==> config.mk <==
export PLATFORM = sky130hd
export DESIGN_NAME = cic_channel_arbiter
export DESIGN_NICKNAME = d
export VERILOG_FILES = /design/src/rtl/cic_channel_arbiter.sv
export SDC_FILE = /design/constraint.sdc
export NUM_CORES = 1
export LEC_CHECK = 0
export ABC_AREA = 1
export ABC_CLOCK_PERIOD_IN_PS = 5520
export CAP_MARGIN = 0
export CELL_PAD_IN_SITES_DETAIL_PLACEMENT = 1
export CELL_PAD_IN_SITES_GLOBAL_PLACEMENT = 1
export CORE_UTILIZATION = 25
export CTS_BUF_LIST = sky130_fd_sc_hd__clkbuf_4 sky130_fd_sc_hd__clkbuf_8 sky130_fd_sc_hd__clkbuf_16
export DETAILED_ROUTE_END_ITERATION = 10
export GPL_TIMING_DRIVEN = 0
export PLACE_DENSITY_LB_ADDON = 0.1
export SYNTH_ARGS = -nofsm -noshare
export SYNTH_HDL_FRONTEND = slang
export SYNTH_SLANG_ARGS = --single-unit
==> constraint.sdc <==
create_clock -name clk -period 5.52 [get_ports clk]
set_clock_uncertainty 0.2 [all_clocks]
set_input_delay 1.104 -clock clk [delete_from_list [all_inputs] [get_ports clk]]
set_output_delay 1.104 -clock clk [all_outputs]
set_load 0.01 [all_outputs]
==> src/rtl/cic_channel_arbiter.sv <==
// Round-robin merge of NumChannels decimator output streams onto one tagged,
// fully registered output stream with one-sample-per-clock throughput.
module cic_channel_arbiter #(
    parameter int NumChannels    = 4,
    parameter int DataLengthBits = 36,
    parameter int ChannelIdBits  = 2
) (
    input  logic                                   clk,
    input  logic                                   rst,
    input  logic [NumChannels-1:0]                 channel_enable,
    input  logic [NumChannels*DataLengthBits-1:0]  in,
    input  logic [NumChannels-1:0]                 in_valid,
    output logic [NumChannels-1:0]                 in_ready,
    output logic [DataLengthBits-1:0]              out,
    output logic [ChannelIdBits-1:0]               out_channel,
    output logic                                   out_valid,
    input  logic                                   out_ready
);

    logic [DataLengthBits-1:0] r_out;
    logic [ChannelIdBits-1:0]  r_out_channel;
    logic                      r_out_valid;
    logic [ChannelIdBits-1:0]  r_last_grant;

    logic [NumChannels-1:0]    w_req;
    logic                      w_load;
    logic                      w_grant_valid;
    logic [ChannelIdBits-1:0]  w_grant_idx;
    logic [DataLengthBits-1:0] w_in_data [NumChannels];

    // Channel index reached k steps after base, wrapping modulo NumChannels.
    function automatic logic [ChannelIdBits-1:0] f_wrap(input int base, input int k);
        int s;
        s = base + k;
        if (s >= NumChannels) s = s - NumChannels;
        return s[ChannelIdBits-1:0];
    endfunction

    assign w_req  = in_valid & channel_enable;
    assign w_load = !r_out_valid || out_ready;

    genvar gi;
    generate
        for (gi = 0; gi < NumChannels; gi++) begin : g_chan
            assign w_in_data[gi] = in[gi*DataLengthBits +: DataLengthBits];
            assign in_ready[gi]  = rst && w_load && w_grant_valid &&
                                   (w_grant_idx == ChannelIdBits'(gi));
        end
    endgenerate

    // Search from farthest to nearest so the nearest requester after the
    // last grant is the one left standing.
    always_comb begin
        w_grant_valid = 1'b0;
        w_grant_idx   = '0;
        for (int k = NumChannels; k >= 1; k--) begin
            if (w_req[f_wrap(int'(r_last_grant), k)]) begin
                w_grant_valid = 1'b1;
                w_grant_idx   = f_wrap(int'(r_last_grant), k);
            end
        end
    end

    always_ff @(posedge clk) begin
        if (!rst) begin
            r_out         <= '0;
            r_out_channel <= '0;
            r_out_valid   <= 1'b0;
            r_last_grant  <= ChannelIdBits'(NumChannels - 1);
        end else if (w_load) begin
            if (w_grant_valid) begin
                r_out         <= w_in_data[w_grant_idx];
                r_out_channel <= w_grant_idx;
                r_out_valid   <= 1'b1;
                r_last_grant  <= w_grant_idx;
            end else begin
                r_out_valid   <= 1'b0;
            end
        end
    end

    assign out         = r_out;
    assign out_channel = r_out_channel;
    assign out_valid   = r_out_valid;

endmodule

==> results of run 1 <==
==> layer usage <==
layer / GRT usage / part of all wire / vias to the layer above
li1: - / - / 2205
met1: 0.2500 / 0.42 / 2018
met2: 0.4119 / 0.51 / 120
met3: 0.04864 / 0.062 / 11
met4: 0.05385 / 0.012 / 0
met5: 0 / 0 / -
==> metrics by stage <==
stage / worst slack (ns) / instances / utilization
6_report: 0.6430 / 949 / 0.4415
5_1_grt: 0.4278 / 949 / 0.4415
2_1_floorplan: 1.893 / 573 / -
4_1_cts: 0.5940 / 949 / 0.4415
3_5_place_dp: 0.6012 / 942 / 0.4299
3_3_place_gp: 0.6098 / 942 / 0.4299
==> synthesized netlist by cell type, drive strengths merged <==
| cell type | instances |
|---|---|
| nand2 | 243 |
| nand3 | 80 |
| nor2 | 59 |
| inv | 50 |
| dfxtp | 41 |
| buf | 28 |
| nand3b | 24 |
| o21ai | 15 |
| nand4 | 14 |
| clkbuf | 10 |
| nor3 | 4 |
| o22ai | 2 |
| a21oi | 1 |
| xnor2 | 1 |
| xor2 | 1 |
==> worst max-delay path by stage <==
stage | endpoint | slack (ns)
final | in_ready[3] | 0.64
after global routing | in_ready[3] | 0.43
after CTS | in_ready[3] | 0.59
after detailed placement | in_ready[3] | 0.60
after global placement | in_ready[3] | 0.61
after floorplan | in_ready[1] | 1.89
==> cells by family after synthesis <==
| logic type | Yosys count | share of synthesized area |
|---|---|---|
| and+or+nand+nor | 424 | 0.5881 |
| buffers and inverters | 88 | 0.1221 |
| DFF | 41 | 0.2535 |
| AOI/OAI and AO/OA | 18 | 0.02859 |
| xor gates and xnor gates | 2 | 0.007730 |
==> sequential cells by signal (all words and copies together), names as in the netlist <==
| name | cells |
|---|---|
| r_last_grant | 2 |
| out | 36 |
| out_channel | 2 |
| out_valid | 1 |
==> layout make-up <==
| type | count | share of cell area |
|---|---|---|
| Multi-Input combinational cell | 444 | 0.3629 |
| Timing Repair Buffer | 197 | 0.3539 |
| Sequential cell | 41 | 0.1473 |
| Buffer | 38 | 0.03683 |
| Tap cell | 172 | 0.03863 |
| Clock buffer | 7 | 0.02627 |
| Inverter | 50 | 0.03413 |
==> power groups by stage <==
| stage | clock network [W] | logic (W) | registers, W |
|---|---|---|---|
| 6_report | 0.000305 | 0.00233 | 0.000465 |
| 2_1_floorplan | 0 | 0.00145 | 0.000512 |
| 4_1_cts | 0.000318 | 0.00237 | 0.000466 |
| 3_3_place_gp | 0 | 0.00228 | 0.000466 |
| 3_5_place_dp | 0 | 0.00236 | 0.000471 |
| 5_1_grt | 0.000329 | 0.00262 | 0.000476 |
==> cell usage in the layout, fill, tap and decap left out, drive strengths merged <==
master	count
buf	28
clkdlybuf4s50	197
xor2	1
dfxtp	41
clkbuf	17
nand4	14
o22ai	2
inv	50
o21ai	15
nor2	59
a21oi	1
nand3	80
nor3	4
xnor2	1
nand2	243
nand3b	24
==> critical path: cells and delay by family <==
kind | cells | cell delay (ns)
simple gates | 6 | 0.90
buf+inv | 6 | 1.57
==> impl_metrics.yaml, run 1 <==
sta:
  tightest_slew_ns: 0.5529
  setup_viol: 0
  fin_crit_sh: 0.8835
  rsz0062_at_grt: "false"
  hold_viol_final: 0
  tns_ns: 0
  hold_slack_ns: 0.2517
  slew_headroom: 0.6314
  period_needed_ns: 4.877
  finalMaxSlewViolations: 0
  clock.fmax_ghz: 0.2050
final_layout:
  diodes: 0
  nets: 932
  post-route-cell-area_sq_mm: 0.005572
  regArea_sq_um: 820.8
  fill_cells: 1692
  syn_to_final_growth_pct: 72.06
  multi_input_area_sq_mm: 0.002022
  drive_gt1_frac: 0.07079
power:
  p_int_w: 0.001484
  total_power_w: 0.003098
  comb_power_share: 0.751
  p_sw_w: 0.001614
  p_seq_frac: 0.150
  leakage_nw: 2.658
  power.density_mw_per_mm2: 556.1
  power_switching_share: 0.5210
  irDropWorstVdd_v: 0.0001910
  clkPwrFrac: 0.099
clock_tree:
  cts_tree: "done"
  cts_setup_buffers: 0
  clkLatencyLatePin_ns: 0.28
  cts_root_buffer: "clkbuf_16"
  clk_pin_slew_ns: 0.06
  clock_sinks: 41
  numCtsBuffers: 5
  ctsHtreeMaxLevel: 2
  hold_buffers: 0
  cts_resized: 0
  ctsLongestPathBuffers: 2
placed_design:
  io_buffer_count: 197
  post-dp-hpwl_microns: 11720
  gp_congestion: 0.7957
  placed_area_sq_mm: 0.005425
worst_setup_path:
  critical_path_class: "in2out"
  critical_path.slowest_cell: "clkdlybuf4s50_1"
  critPathLaunch: "in_valid[2]"
  rr_endpoint: "out[34]$_SDFFE_PN0P_"
  reg2regPathDepth: 11
  startpoint_type: "primary input"
  r2r_start: "r_last_grant[0]$_SDFFE_PN1P_"
  cp.arrival_ns: 3.57
  reg2reg_setup_slack_ns: 3.14
  cp-end-kind: "output pin"
  critical-path-max-stage-delay_ns: 0.58
  cp.required_ns: 4.22
  crit_top_cell: "nand2_1"
  path_max_fanout: 10
  path_cells: "clkdlybuf4s50_1 -> nand2_1 -> nand2_1 -> nand2_1 -> nor2_2 -> inv_1 -> nand2_1 -> inv_2 -> buf_4 -> buf_4 -> nor3_1 -> clkdlybuf4s50_1"
logic_synthesis:
  ys_types: 26
  syn_nets: 728
  yosys_warnings: 0
  yosys.area.top_type: "nand2_1"
  syn_avg_cell_area_sq_um: 5.651
  synthesis.area_sq_mm: 0.003238
  ys_ff_latch: 41
  synth_area_leaders: "nand2_1 28%, dfxtp_1 25%, nand3_1 11%"
  yosysSeqAreaShare: 0.2535
  syn_inst: 573
  synth_top_cell_area_share: 0.2770
die:
  die_x_microns: 115.8
  dieHeight_microns: 115.8
  dieArea_sq_mm: 0.01341
  coreArea_sq_mm: 0.01262
  io_pins: 198
  start_util: 0.2566
  row_count: 41
worst_hold_path:
  worstHoldPathType: "reg2reg"
  min_to: "out[24]$_SDFFE_PN0P_"
  hold_start: "out[24]$_SDFFE_PN0P_"
  min_delay_path_depth: 2
drt:
  remaining_drc_errors: 0
  drt-pass1-iter-count: 4
  wirelength_microns: 14500
  wl_per_cell_microns: 15.28
  routed_via_density: 4.588
  drt_iter0_drc: 179
  ant_nets: 0
  routed-via-count: 4354
outcome:
  outcome: "complete, no violations"
grt:
  overflow: 0
  grt_pass1_wl_microns: 22750
  grt_max_degree: 12
  first_global_vias: 4673
  antenna_found_initial: 0
  grt_usage: 0.2196
run:
  maxCapViolations: 0
Power figures use the tool's default switching activity.
==> run 2: changes to the inputs <==
--- a/config.mk
+++ b/config.mk
@@ -14,7 +14,7 @@
 export CTS_BUF_LIST = sky130_fd_sc_hd__clkbuf_4 sky130_fd_sc_hd__clkbuf_8 sky130_fd_sc_hd__clkbuf_16
 export DETAILED_ROUTE_END_ITERATION = 10
 export GPL_TIMING_DRIVEN = 0
-export PLACE_DENSITY_LB_ADDON = 0.1
+export PLACE_DENSITY = 0.89
 export SYNTH_ARGS = -nofsm -noshare
 export SYNTH_HDL_FRONTEND = slang
 export SYNTH_SLANG_ARGS = --single-unit
==> run 2 against run 1 <==
Worst hold slack worse by 0.0011 ns. Highest routed layer unchanged. Critical endpoint unchanged. Total power up 2.2%. Count of clock-buffer cells in the layout down 2.
==> impl_metrics.yaml, run 2 (synthesis gave the netlist of run 1 again) <==
clock_tree:
  clkLatencyLatePin_ns: 0.28
  cts_resized: 0
  clk_pin_slew_ns: 0.06
  numCtsBuffers: 5
  ctsLongestPathBuffers: 2
  cts_root_buffer: "clkbuf_16"
  clock_sinks: 41
  cts_tree: "done"
  hold_buffers: 0
  cts_setup_buffers: 0
  ctsHtreeMaxLevel: 2
final_layout:
  fill_cells: 1677
  layout_commonest_cell: "nand2_1"
  syn_to_final_growth_pct: 73.42
  largest_reg_flops: 36
  post-route-cell-area_sq_mm: 0.005615
  diodes: 0
  layout.cells.most_common_list: "239 x nand2_1, 197 x clkdlybuf4s50_1, 73 x nand3_1"
  nets: 932
  fin_util: 0.4450
  regArea_sq_um: 820.8
  drive_gt1_frac: 0.07198
  multi_input_area_sq_mm: 0.002022
drt:
  routed_via_density: 4.645
  m1WireLength_microns: 6095
  drt_iter0_drc: 198
  wl_met3_microns: 1159
  drt-pass1-iter-count: 4
  top_layer: "met4"
  routed-via-count: 4413
  ant_nets: 0
  remaining_drc_errors: 0
  wl_per_cell_microns: 15.16
  met2_length_microns: 6948
  wirelength_microns: 14410
placed_design:
  post-dp-hpwl_microns: 11500
  place_ws_ns: 0.5625
  io_buffer_count: 197
  gp_congestion: 0.8429
  placed_area_sq_mm: 0.005425
grt:
  grt_usage: 0.2172
  grt_pass1_wl_microns: 22590
  overflow: 0
  grt_max_degree: 14
  first_global_vias: 4580
  antenna_found_initial: 0
die:
  dieHeight_microns: 115.8
  row_count: 41
  dieArea_sq_mm: 0.01341
  io_pins: 198
  coreArea_sq_mm: 0.01262
  start_util: 0.2566
  die_x_microns: 115.8
sta:
  finalMaxSlewViolations: 0
  tightest_slew_ns: 0.6551
  hold_viol_final: 0
  slew_headroom: 0.5633
  setup_viol: 0
  clock.fmax_ghz: 0.2032
  hold_slack_ns: 0.2506
  rsz0062_at_grt: "false"
  fin_ws_ns: 0.5976
  tns_ns: 0
  period_needed_ns: 4.922
  fin_crit_sh: 0.8917
worst_setup_path:
  startpoint_type: "primary input"
  path_max_fanout: 10
  critical_path_class: "in2out"
  cp.required_ns: 4.22
  cp-end-kind: "output pin"
  cp.arrival_ns: 3.62
run:
  maxCapViolations: 0
worst_hold_path:
  worstHoldPathType: "reg2reg"
outcome:
  outcome: "complete, no violations"
power:
  leakage_nw: 2.679
  power.density_mw_per_mm2: 563.8
  irDropWorstVdd_v: 0.0002033
==> run 2: changes by cell type in the layout (fill, tap and decap cells not counted), sizes merged <==
cell,change
bufinv,+2
clkbuf,-2
clkinv,+1
==> run 2: cell type report <==
cell class	instances	share of cell area
clock inverter	3	0.01159
buffer	38	0.03654
clock buffer	5	0.02228
timing repair buffer	197	0.3512
inverter	50	0.03387
tap	172	0.03832
sequential	41	0.1462
multi-input combinational	444	0.3601
==> run 2: path summary, 6_finish.rpt <==
check	from	to	slack, ns	cells after the start
worst max-delay path	channel_enable[2]	in_ready[3]	0.60	12
worst min-delay path	out[0]$_SDFFE_PN0P_	out[0]$_SDFFE_PN0P_	0.25	2
worst max register to register	r_last_grant[0]$_SDFFE_PN1P_	out[10]$_SDFFE_PN0P_	3.12	13
worst min register to register	out[0]$_SDFFE_PN0P_	out[0]$_SDFFE_PN0P_	0.25	2
==> run 2: stage by stage <==
stage               total power [W]  std cells
finish                     0.003166        950
global route               0.003492        950
CTS                        0.003215        950
detailed placement         0.002814        942
global placement           0.002758        942
floorplan                  0.001961        573
==> run 2: critical path, stage by stage <==
cell and delay (ns):
clkdlybuf4s50_1 0.48, nand2_1 0.08, nand2_1 0.06, nand2_1 0.09, nor2_2 0.19, inv_1 0.07
nand2_1 0.30, inv_2 0.08, buf_4 0.20, buf_4 0.19, nor3_1 0.20, clkdlybuf4s50_1 0.57
==> run 2: metal layers <==
metal	vias up	global-route usage
met5	-	0
met4	0	0.04872
met3	14	0.05544
met2	158	0.3984
met1	2034	0.2517
li1	2207	-
==> run 2: power breakdown <==
group | leakage [nW] | internal, W | switching, W
clock | 0.0938 | 0.000259 | 0.000130
sequential | 0.340 | 0.000409 | 0.0000615
combinational | 2.24 | 0.000891 | 0.00142
total | 2.68 | 0.00156 | 0.00161
